===== config.mk =====
export PLATFORM = sky130hd
export DESIGN_NAME = sdrc_req_arb
export DESIGN_NICKNAME = d
export VERILOG_FILES = /design/src/rtl/sdrc_req_arb_pkg.sv /design/src/rtl/sdrc_req_arb_rr_pick.sv /design/src/rtl/sdrc_req_arb.sv
export SDC_FILE = /design/constraint.sdc
export NUM_CORES = 1
export LEC_CHECK = 0
export BUFFER_PORTS_ARGS = -buffer_cell sky130_fd_sc_hd__buf_2
export CAP_MARGIN = 20
export CORE_AREA = 8 8 140 142
export CTS_CLUSTER_DIAMETER = 40
export DETAILED_ROUTE_END_ITERATION = 8
export DIE_AREA = 0 0 148 150
export PLACE_DENSITY_LB_ADDON = 0.15
export SLEW_MARGIN = 5
export SYNTH_ARGS = -nofsm -noshare
export SYNTH_HDL_FRONTEND = slang
export SYNTH_SLANG_ARGS = --single-unit

===== constraint.sdc =====
create_clock -name clk -period 1.7 [get_ports clk]
set_clock_uncertainty 0.05 [all_clocks]
set_input_delay 0.17 -clock clk [delete_from_list [all_inputs] [get_ports clk]]
set_output_delay 0.17 -clock clk [all_outputs]
set_load 0.02 [all_outputs]

===== src/rtl/sdrc_req_arb_pkg.sv =====
// Shared SDRAM controller definitions: arbiter state encodings and port count.
package sdrc_req_arb_pkg;

  localparam int SDR_NUM_PORTS  = 4;
  localparam int SDR_PORT_IDX_W = 2;

  typedef enum logic [0:0] {
    ARB_IDLE  = 1'b0,
    ARB_GRANT = 1'b1
  } arb_state_e;

endpackage


===== src/rtl/sdrc_req_arb_rr_pick.sv =====
// Rotating-priority selector: first requester at or above the start index, wrapping mod 4.
module sdrc_rr_pick
  import sdrc_req_arb_pkg::*;
(
  input  logic [SDR_NUM_PORTS-1:0]  req_i,
  input  logic [SDR_PORT_IDX_W-1:0] start_i,
  input  logic                      fixed_i,
  output logic                      valid_o,
  output logic [SDR_PORT_IDX_W-1:0] winner_o
);

  logic [SDR_PORT_IDX_W-1:0] base;
  logic [SDR_PORT_IDX_W-1:0] cand;

  // Scan from the farthest offset down so the closest requester to base is written last.
  always_comb begin
    valid_o  = 1'b0;
    winner_o = '0;
    cand     = '0;
    base     = fixed_i ? '0 : start_i;
    for (int i = SDR_NUM_PORTS - 1; i >= 0; i--) begin
      cand = base + SDR_PORT_IDX_W'(i);
      if (req_i[cand]) begin
        valid_o  = 1'b1;
        winner_o = cand;
      end
    end
  end

endmodule


===== src/rtl/sdrc_req_arb.sv =====
// Four-port request arbiter in front of the SDRAM request generator.
module sdrc_req_arb
  import sdrc_req_arb_pkg::*;
#(
  parameter int APP_AW   = 30,
  parameter int APP_RW   = 9,
  parameter int REQ_ID_W = 4
) (
  input  logic                          clk,
  input  logic                          reset_n,
  input  logic                          cfg_fixed_pri,
  input  logic [3:0]                    p_req,
  input  logic [4*(APP_AW+1)-1:0]       p_addr,
  input  logic [4*(APP_AW-1)-1:0]       p_addr_mask,
  input  logic [4*APP_RW-1:0]           p_len,
  input  logic [3:0]                    p_wr_n,
  input  logic [3:0]                    p_wrap,
  output logic [3:0]                    p_ack,
  output logic                          req,
  output logic [REQ_ID_W-1:0]           req_id,
  output logic [APP_AW:0]               req_addr,
  output logic [APP_AW-2:0]             req_addr_mask,
  output logic [APP_RW-1:0]             req_len,
  output logic                          req_wr_n,
  output logic                          req_wrap,
  input  logic                          req_ack,
  output logic                          arb_busy,
  output logic [1:0]                    arb_grant
);

  // Handshake: req is valid while in GRANT and the granted port still requests;
  // a transfer happens in any cycle where req & req_ack, and p_ack echoes it the same cycle.

  arb_state_e                state_q, state_d;
  logic [SDR_PORT_IDX_W-1:0] arb_grant_q, arb_grant_d;
  logic [SDR_PORT_IDX_W-1:0] rr_ptr_q, rr_ptr_d;

  logic                      pick_valid;
  logic [SDR_PORT_IDX_W-1:0] pick_idx;

  logic [APP_AW:0]   addr_arr [SDR_NUM_PORTS];
  logic [APP_AW-2:0] mask_arr [SDR_NUM_PORTS];
  logic [APP_RW-1:0] len_arr  [SDR_NUM_PORTS];

  for (genvar g = 0; g < SDR_NUM_PORTS; g++) begin : g_unpack
    assign addr_arr[g] = p_addr[g*(APP_AW+1) +: APP_AW+1];
    assign mask_arr[g] = p_addr_mask[g*(APP_AW-1) +: APP_AW-1];
    assign len_arr[g]  = p_len[g*APP_RW +: APP_RW];
  end

  sdrc_rr_pick u_pick (
    .req_i    (p_req),
    .start_i  (rr_ptr_q),
    .fixed_i  (cfg_fixed_pri),
    .valid_o  (pick_valid),
    .winner_o (pick_idx)
  );

  assign req      = (state_q == ARB_GRANT) & p_req[arb_grant_q];
  assign arb_busy = (state_q == ARB_GRANT);
  assign arb_grant = arb_grant_q;

  // Fields are never captured; the requester holds them until p_ack.
  assign req_id        = REQ_ID_W'(arb_grant_q);
  assign req_addr      = addr_arr[arb_grant_q];
  assign req_addr_mask = mask_arr[arb_grant_q];
  assign req_len       = len_arr[arb_grant_q];
  assign req_wr_n      = p_wr_n[arb_grant_q];
  assign req_wrap      = p_wrap[arb_grant_q];

  always_comb begin
    p_ack = '0;
    if (req && req_ack) p_ack[arb_grant_q] = 1'b1;
  end

  always_comb begin
    state_d     = state_q;
    arb_grant_d = arb_grant_q;
    rr_ptr_d    = rr_ptr_q;
    case (state_q)
      ARB_IDLE: begin
        if (pick_valid) begin
          arb_grant_d = pick_idx;
          state_d     = ARB_GRANT;
        end
      end
      ARB_GRANT: begin
        if (req && req_ack) begin
          state_d  = ARB_IDLE;
          rr_ptr_d = arb_grant_q + 2'd1;
        end else if (!p_req[arb_grant_q]) begin
          // Abort: the requester withdrew, so the pointer does not advance.
          state_d = ARB_IDLE;
        end
      end
      default: state_d = ARB_IDLE;
    endcase
  end

  always_ff @(posedge clk) begin
    if (!reset_n) begin
      state_q     <= ARB_IDLE;
      arb_grant_q <= '0;
      rr_ptr_q    <= '0;
    end else begin
      state_q     <= state_d;
      arb_grant_q <= arb_grant_d;
      rr_ptr_q    <= rr_ptr_d;
    end
  end

endmodule


==> results of run 1 <==
-- worst paths after layout --
check	startpoint	to	slack, ns	cells past startpoint
setup / recovery	arb_grant[0]	p_ack[0]	-0.21	4
hold / removal	reset_n	arb_busy	0.19	2
setup reg to reg	arb_grant[0]	rr_ptr_q[0]	-0.09	5
hold reg to reg	arb_busy	arb_grant[0]	0.60	2
-- report_power, final --
group          total [mW]  switching [mW]  internal [mW]
clock               0.385          0.0775          0.307
sequential          0.156          0.0270          0.129
combinational        2.35            1.04           1.31
total                2.89            1.14           1.75
-- cell type report --
class | count | area [um2] | share of cell area, %
Timing Repair Buffer | 397 | 2630 | 51.4
Multi-Input combinational cell | 130 | 2000 | 39.1
Tap cell | 229 | 287 | 5.60
Sequential cell | 5 | 108 | 2.10
Clock buffer | 3 | 75.1 | 1.47
Inverter | 3 | 11.3 | 0.220
Clock inverter | 1 | 5.00 | 0.0978
-- worst reg2reg max path: stages (launching register included) --
cell	delay (ns)
dfxtp_4	0.44
mux4_2	0.54
and3_4	0.22
buf_4	0.13
buf_6	0.11
o211a_1	0.19
-- what timing repair did --
| action | CTS | global route |
|---|---|---|
| gates resized for setup | 105 | 26 |
| buffers inserted | 4 | 3 |
| endpoints found under the setup margin | 76 | 77 |
| cloned | 6 | 0 |
| pin swaps | 5 | 0 |
-- routing by layer --
layer / GRT usage (%) / vias up / wire, um
li1: - / 1474 / -
met1: 16.0 / 1632 / 6190
met2: 25.1 / 183 / 8860
met3: 3.78 / 16 / 1400
met4: 2.09 / 2 / 211
met5: 0 / - / 13
-- metrics by stage --
stage	utilization (%)	TNS [ns]
after floorplan	-	0
after global placement	25.1	0
after detailed placement	25.1	0
after CTS	28.6	-10.59
after global routing	29.2	-13.55
final	29.2	-9.80
-- placed cells by master, fill, tap and decap left out, drive strengths merged, types with 3 or more instances in the layout --
cell type	instances
mux4	72
clkbuf	4
o21ai	5
dfxtp	5
nor2	5
a21oi	9
nand2	3
inv	3
and2	5
nor3	5
buf	395
ha	4
nor2b	3
-- flip-flops by register name, indices dropped and copies added (netlist names) --
register	cells
arb_busy	1
arb_grant	2
rr_ptr_q	2
-- cell families (layout without fill, tap and decap cells) --
logic type / count (synthesis) / count (layout)
compound gates: 24 / 24
fa+ha+maj: 4 / 4
buf+inv: 30 / 404
flops: 5 / 5
mux: 73 / 73
other cells: 1 / 2
simple gates: 27 / 27
==> metrics.md, run 1 <==
| Metric | Value |
|---|---|
| Synth top area share | `71.3%` |
| Num CTS Buffers | `3` |
| Setup crit end kind | `primary output` |
| Overall die area | `22200 um2` |
| CTS clk-pin slew, worst paths | `0.03 ns` |
| Yosys warns | `0` |
| P_leak | `2.44 nW` |
| Layout fillers | `1888` |
| Req. time, crit path | `1.48 ns` |
| Largest family of logic cells by synthesized area | `multiplexers` |
| Placement Rows | `49` |
| Clk Latency, worst-skew pair | `0.23 ns` |
| Post-Place Setup Slack | `0.0229 ns` |
| Failing checks | `setup timing` |
| CP max stage delay | `0.54 ns` |
| Final setup violation count | `79` |
| CP max stage cell | `mux4_2` |
| I/O Pins | `375` |
| Final Max Slew Viols | `0` |
| Syn avg cell area | `13.9 um2` |
| Clock sink count | `5` |
| Initial Utilization | `13.0%` |
| N_diodes | `0` |
| Drt pass-1 iters | `4` |
| Largest net degree at the start of global routing | `46` |
| Cell area after synthesis | `2270 um2` |
| Die Ht | `150 um` |
| Fmax | `523 MHz` |
| Post-synth EDFFs | `0` |
| Distinct cells, synth | `34` |
| Worst Path Max Fanout | `6` |
| Post-DP Area | `4400 um2` |
| Mux share of post-synthesis cell area | `71.7%` |
| Global router's overall resource usage | `13.8%` |
| Compound-gate portion of the synthesized area | `6.66%` |
| Final instance area | `5120 um2` |
| Sequential share of the synthesized area | `4.40%` |
| Vias/cell | `4.31` |
| CP Class | `register to primary output` |
| Placed insts | `751` |
| Synth area leader | `mux4_2` |
| Total number of vias | `3307` |
| WHS | `0.189 ns` |
| CP Launch Type | `register` |
| Crit-path cells | `mux4_2, and3_4, and2_4, buf_6` |
| Top post-synthesis cells by count | `mux4_2, buf_4, a21oi_1` |
| PortBufs | `372` |
| Fraction of synthesized cell area in xor and xnor cells | `0%` |
| Final RePlAce weighted congestion | `0.845` |
| Power per cell area | `565 nW/um2` |
| Total power | `2.89 mW` |
| Final net count | `836` |
| Clock tree buffer depth | `2` |
| First-pass GRT wire length | `23.7 mm` |
| Synth top area cells | `mux4_2, dfxtp_1, buf_4` |
| Routed len/inst | `21.7 um` |
| Post-Synth Adder-Cell Area | `2.20%` |
| Final WS setup | `-0.211 ns` |
| Worst path bufs/invs | `1` |
| Post-route DRC | `0` |
| Post-synth top flop | `dfxtp_1` |
| CTS Hold Bufs | `0` |
| Most frequent cell after synthesis | `mux4_2` |
| Type of the most critical hold path | `input port to register` |
| Post-Route WL | `16.7 mm` |
| Area Growth Syn to Fin | `125%` |
| Post-Syn Instances | `164` |
| Root buf cell | `clkbuf_16` |
| Tmin final | `1.91 ns` |
| Total gr overflow | `0` |
| Arr. time, crit path | `1.69 ns` |
| Max_cap viols | `0` |
| Die Span X | `148 um` |
| Simple-gate share of the synthesized area | `6.49%` |
| RSZ-0062 raised after global routing | `true` |
| Final period util | `112%` |
| Status | `finished, violations left` |
| # H-tree levels | `1` |
| Share of layout cells above drive strength 1 | `89.6%` |
| Core area | `17500 um2` |
| Antenna-violating nets left | `0` |
| Vias in the first global route | `3712` |
| Seq cells post-synth | `5` |
| Crit path max-delay family | `multiplexers` |
| Initial DRC Count | `78` |
| Dpl hpwl | `14.5 mm` |
| Non-Filler Instances | `768` |
| Initial antenna violation count | `1` |
| Async SR Flop Fraction | `0%` |
| VDD IR max | `0.000447 V` |
| Fin. Hold Viols | `0` |
| CTS tree | `built` |
No activity file was read; power rests on OpenSTA's default activity.
==> inputs of run 2 (changes only) <==
CORE_AREA = 8 8 139 141   (was 8 8 140 142)
DIE_AREA = 0 0 147 149   (was 0 0 148 150)
SLEW_MARGIN = unset   (was 5)
clock period = 2.4 ns   (was 1.7 ns; I/O delays follow)
==> run 2 against run 1 <==
The flow now finishes without violations. Worst setup slack gained 0.60 ns. Combinational power down 44%. Sequential share of layout area rose by 0.34 points. Final cell count decreased by 3.1%. Sequential power decreased by 28%. Global-route usage up 0.78 points. Worst hold slack better by 0.056 ns. Largest cell class is now multi-input combinational cells. Highest routed layer unchanged.
==> metrics.md, run 2 (same netlist as run 1, synthesis figures left out) <==
| Metric | Value |
|---|---|
| Status | `finished, final reports clean` |
| Final WS setup | `0.388 ns` |
| P_leak | `2.14 nW` |
| RSZ-0062 raised after global routing | `false` |
| First-pass GRT wire length | `24.6 mm` |
| Type of the most critical hold path | `input port to register` |
| Largest net degree at the start of global routing | `46` |
| CP Class | `register to primary output` |
| Clock Power Share | `16.2%` |
| Worst path bufs/invs | `2` |
| Final RePlAce weighted congestion | `0.870` |
| Post-DP Area | `4320 um2` |
| Final setup violation count | `0` |
| WHS | `0.245 ns` |
| Die Span X | `147 um` |
| Critical path depth in cells | `3` |
| Global router's overall resource usage | `14.6%` |
| Die Ht | `149 um` |
| Crit-path cells | `buf_12, mux4_2, buf_2` |
| I/O Pins | `375` |
| Power per cell area | `387 nW/um2` |
| Fmax | `497 MHz` |
| CP Launch Type | `register` |
| CP max stage cell | `mux4_2` |
| Layout fillers | `1882` |
| Final Max Slew Viols | `0` |
| Switching power | `749 uW` |
| Max_cap viols | `0` |
| Clock sink count | `5` |
| Post-route DRC | `0` |
| Arr. time, crit path | `1.72 ns` |
| Post-Route WL | `17.4 mm` |
| # H-tree levels | `1` |
| Total number of vias | `3233` |
| Routed len/inst | `23.4 um` |
| Setup crit end kind | `primary output` |
| CTS Hold Bufs | `0` |
| FF-to-FF Start | `rr_ptr_q[0]` |
| CTS clk-pin slew, worst paths | `0.03 ns` |
| Cell internal pwr | `953 uW` |
| Total gr overflow | `0` |
| Placement Rows | `48` |
| Fin. Hold Viols | `0` |
| Final net count | `815` |
| Initial Utilization | `13.3%` |
| VDD IR max | `0.000385 V` |
| Share of layout cells above drive strength 1 | `88.0%` |
| Antenna-violating nets left | `0` |
| Drt pass-1 iters | `4` |
| Placed insts | `739` |
| Vias in the first global route | `3541` |
| R2R depth | `5` |
| Num CTS Buffers | `3` |
| Final period util | `83.8%` |
| Dpl hpwl | `15.6 mm` |
| Logic pwr share | `77.2%` |
| Area Growth Syn to Fin | `93.4%` |
| Clk Latency, worst-skew pair | `0.23 ns` |
| Setup TNS Final | `0 ns` |
| Initial DRC Count | `163` |
| Total power | `1.70 mW` |
| Post-Place Setup Slack | `0.613 ns` |
| Vias/cell | `4.35` |
| Most frequent cells in the layout | `buf_2, mux4_2, a21oi_1` |
| R2r setup slk | `0.63 ns` |
| Sequential power share | `6.6%` |
| Tmin final | `2.01 ns` |
| Req. time, crit path | `2.11 ns` |
| Final Util | `25.8%` |
| FF-to-FF End | `arb_grant[1]` |
| CTS tree | `built` |
| Final instance area | `4400 um2` |
| Root buf cell | `clkbuf_16` |
| End of the critical path | `req_addr[24]` |
| Non-Filler Instances | `744` |
| Crit path max-delay family | `multiplexers` |
| Post-CTS resize count | `0` |
| CP max stage delay | `0.56 ns` |
| Core area | `17100 um2` |
| PortBufs | `372` |
| Overall die area | `21900 um2` |
| Sw frac | `44.0%` |
| Initial antenna violation count | `2` |
| Post-CTS Setup Repair Bufs | `0` |
| Crit. Startpoint | `arb_grant[0]` |
| Clock tree buffer depth | `2` |
| Commonest non-fill, non-tap cell in the layout | `buf_2` |
| Worst Path Max Fanout | `45` |
[run 2: cell count changes in the layout (fill, tap and decap cells not counted), moves of 5 or more]
cell / previous run / this run
and2_4: 5 / 0
buf_4: 13 / 1
buf_6: 57 / 0
buf_2: 313 / 372
buf_16: 7 / 0
and2_1: 0 / 5
[run 2: power by group through the flow]
stage	Sequential (mW)	Clock, mW	Combinational (mW)
after detailed placement	0.114	0	1.33
after global routing	0.114	0.287	1.39
final	0.112	0.276	1.31
after CTS	0.112	0.277	1.34
after floorplan	0.106	0	0.802
after global placement	0.112	0	1.32
[run 2: layout make-up]
class,instances,area (um2),area share [%]
multi-input combinational,130,1990,45.2
timing repair buffer,376,1930,43.9
tap,225,282,6.40
sequential,5,108,2.45
clock buffer,4,78.8,1.79
inverter,3,11.3,0.256
antenna,1,2.50,0.0569
[run 2: layer usage]
layer | track usage [%] | up-vias | wire (um)
met5 | 0 | - | 27
met4 | 1.02 | 4 | 129
met3 | 4.10 | 18 | 1420
met2 | 27.0 | 182 | 9360
met1 | 17.0 | 1598 | 6470
li1 | - | 1431 | -
[run 2: how the worst min path moves through the flow]
| stage | slack [ns] | start | depth (start not counted) | endpoint |
|---|---|---|---|---|
| 6_report | 0.24 | reset_n | 2 | arb_busy |
| 4_1_cts | 0.24 | reset_n | 2 | arb_busy |
| 2_1_floorplan | 0.31 | reset_n | 1 | arb_busy |
| 3_3_place_gp | 0.47 | reset_n | 2 | arb_busy |
| 5_1_grt | 0.26 | reset_n | 2 | arb_busy |
| 3_5_place_dp | 0.48 | reset_n | 2 | arb_busy |
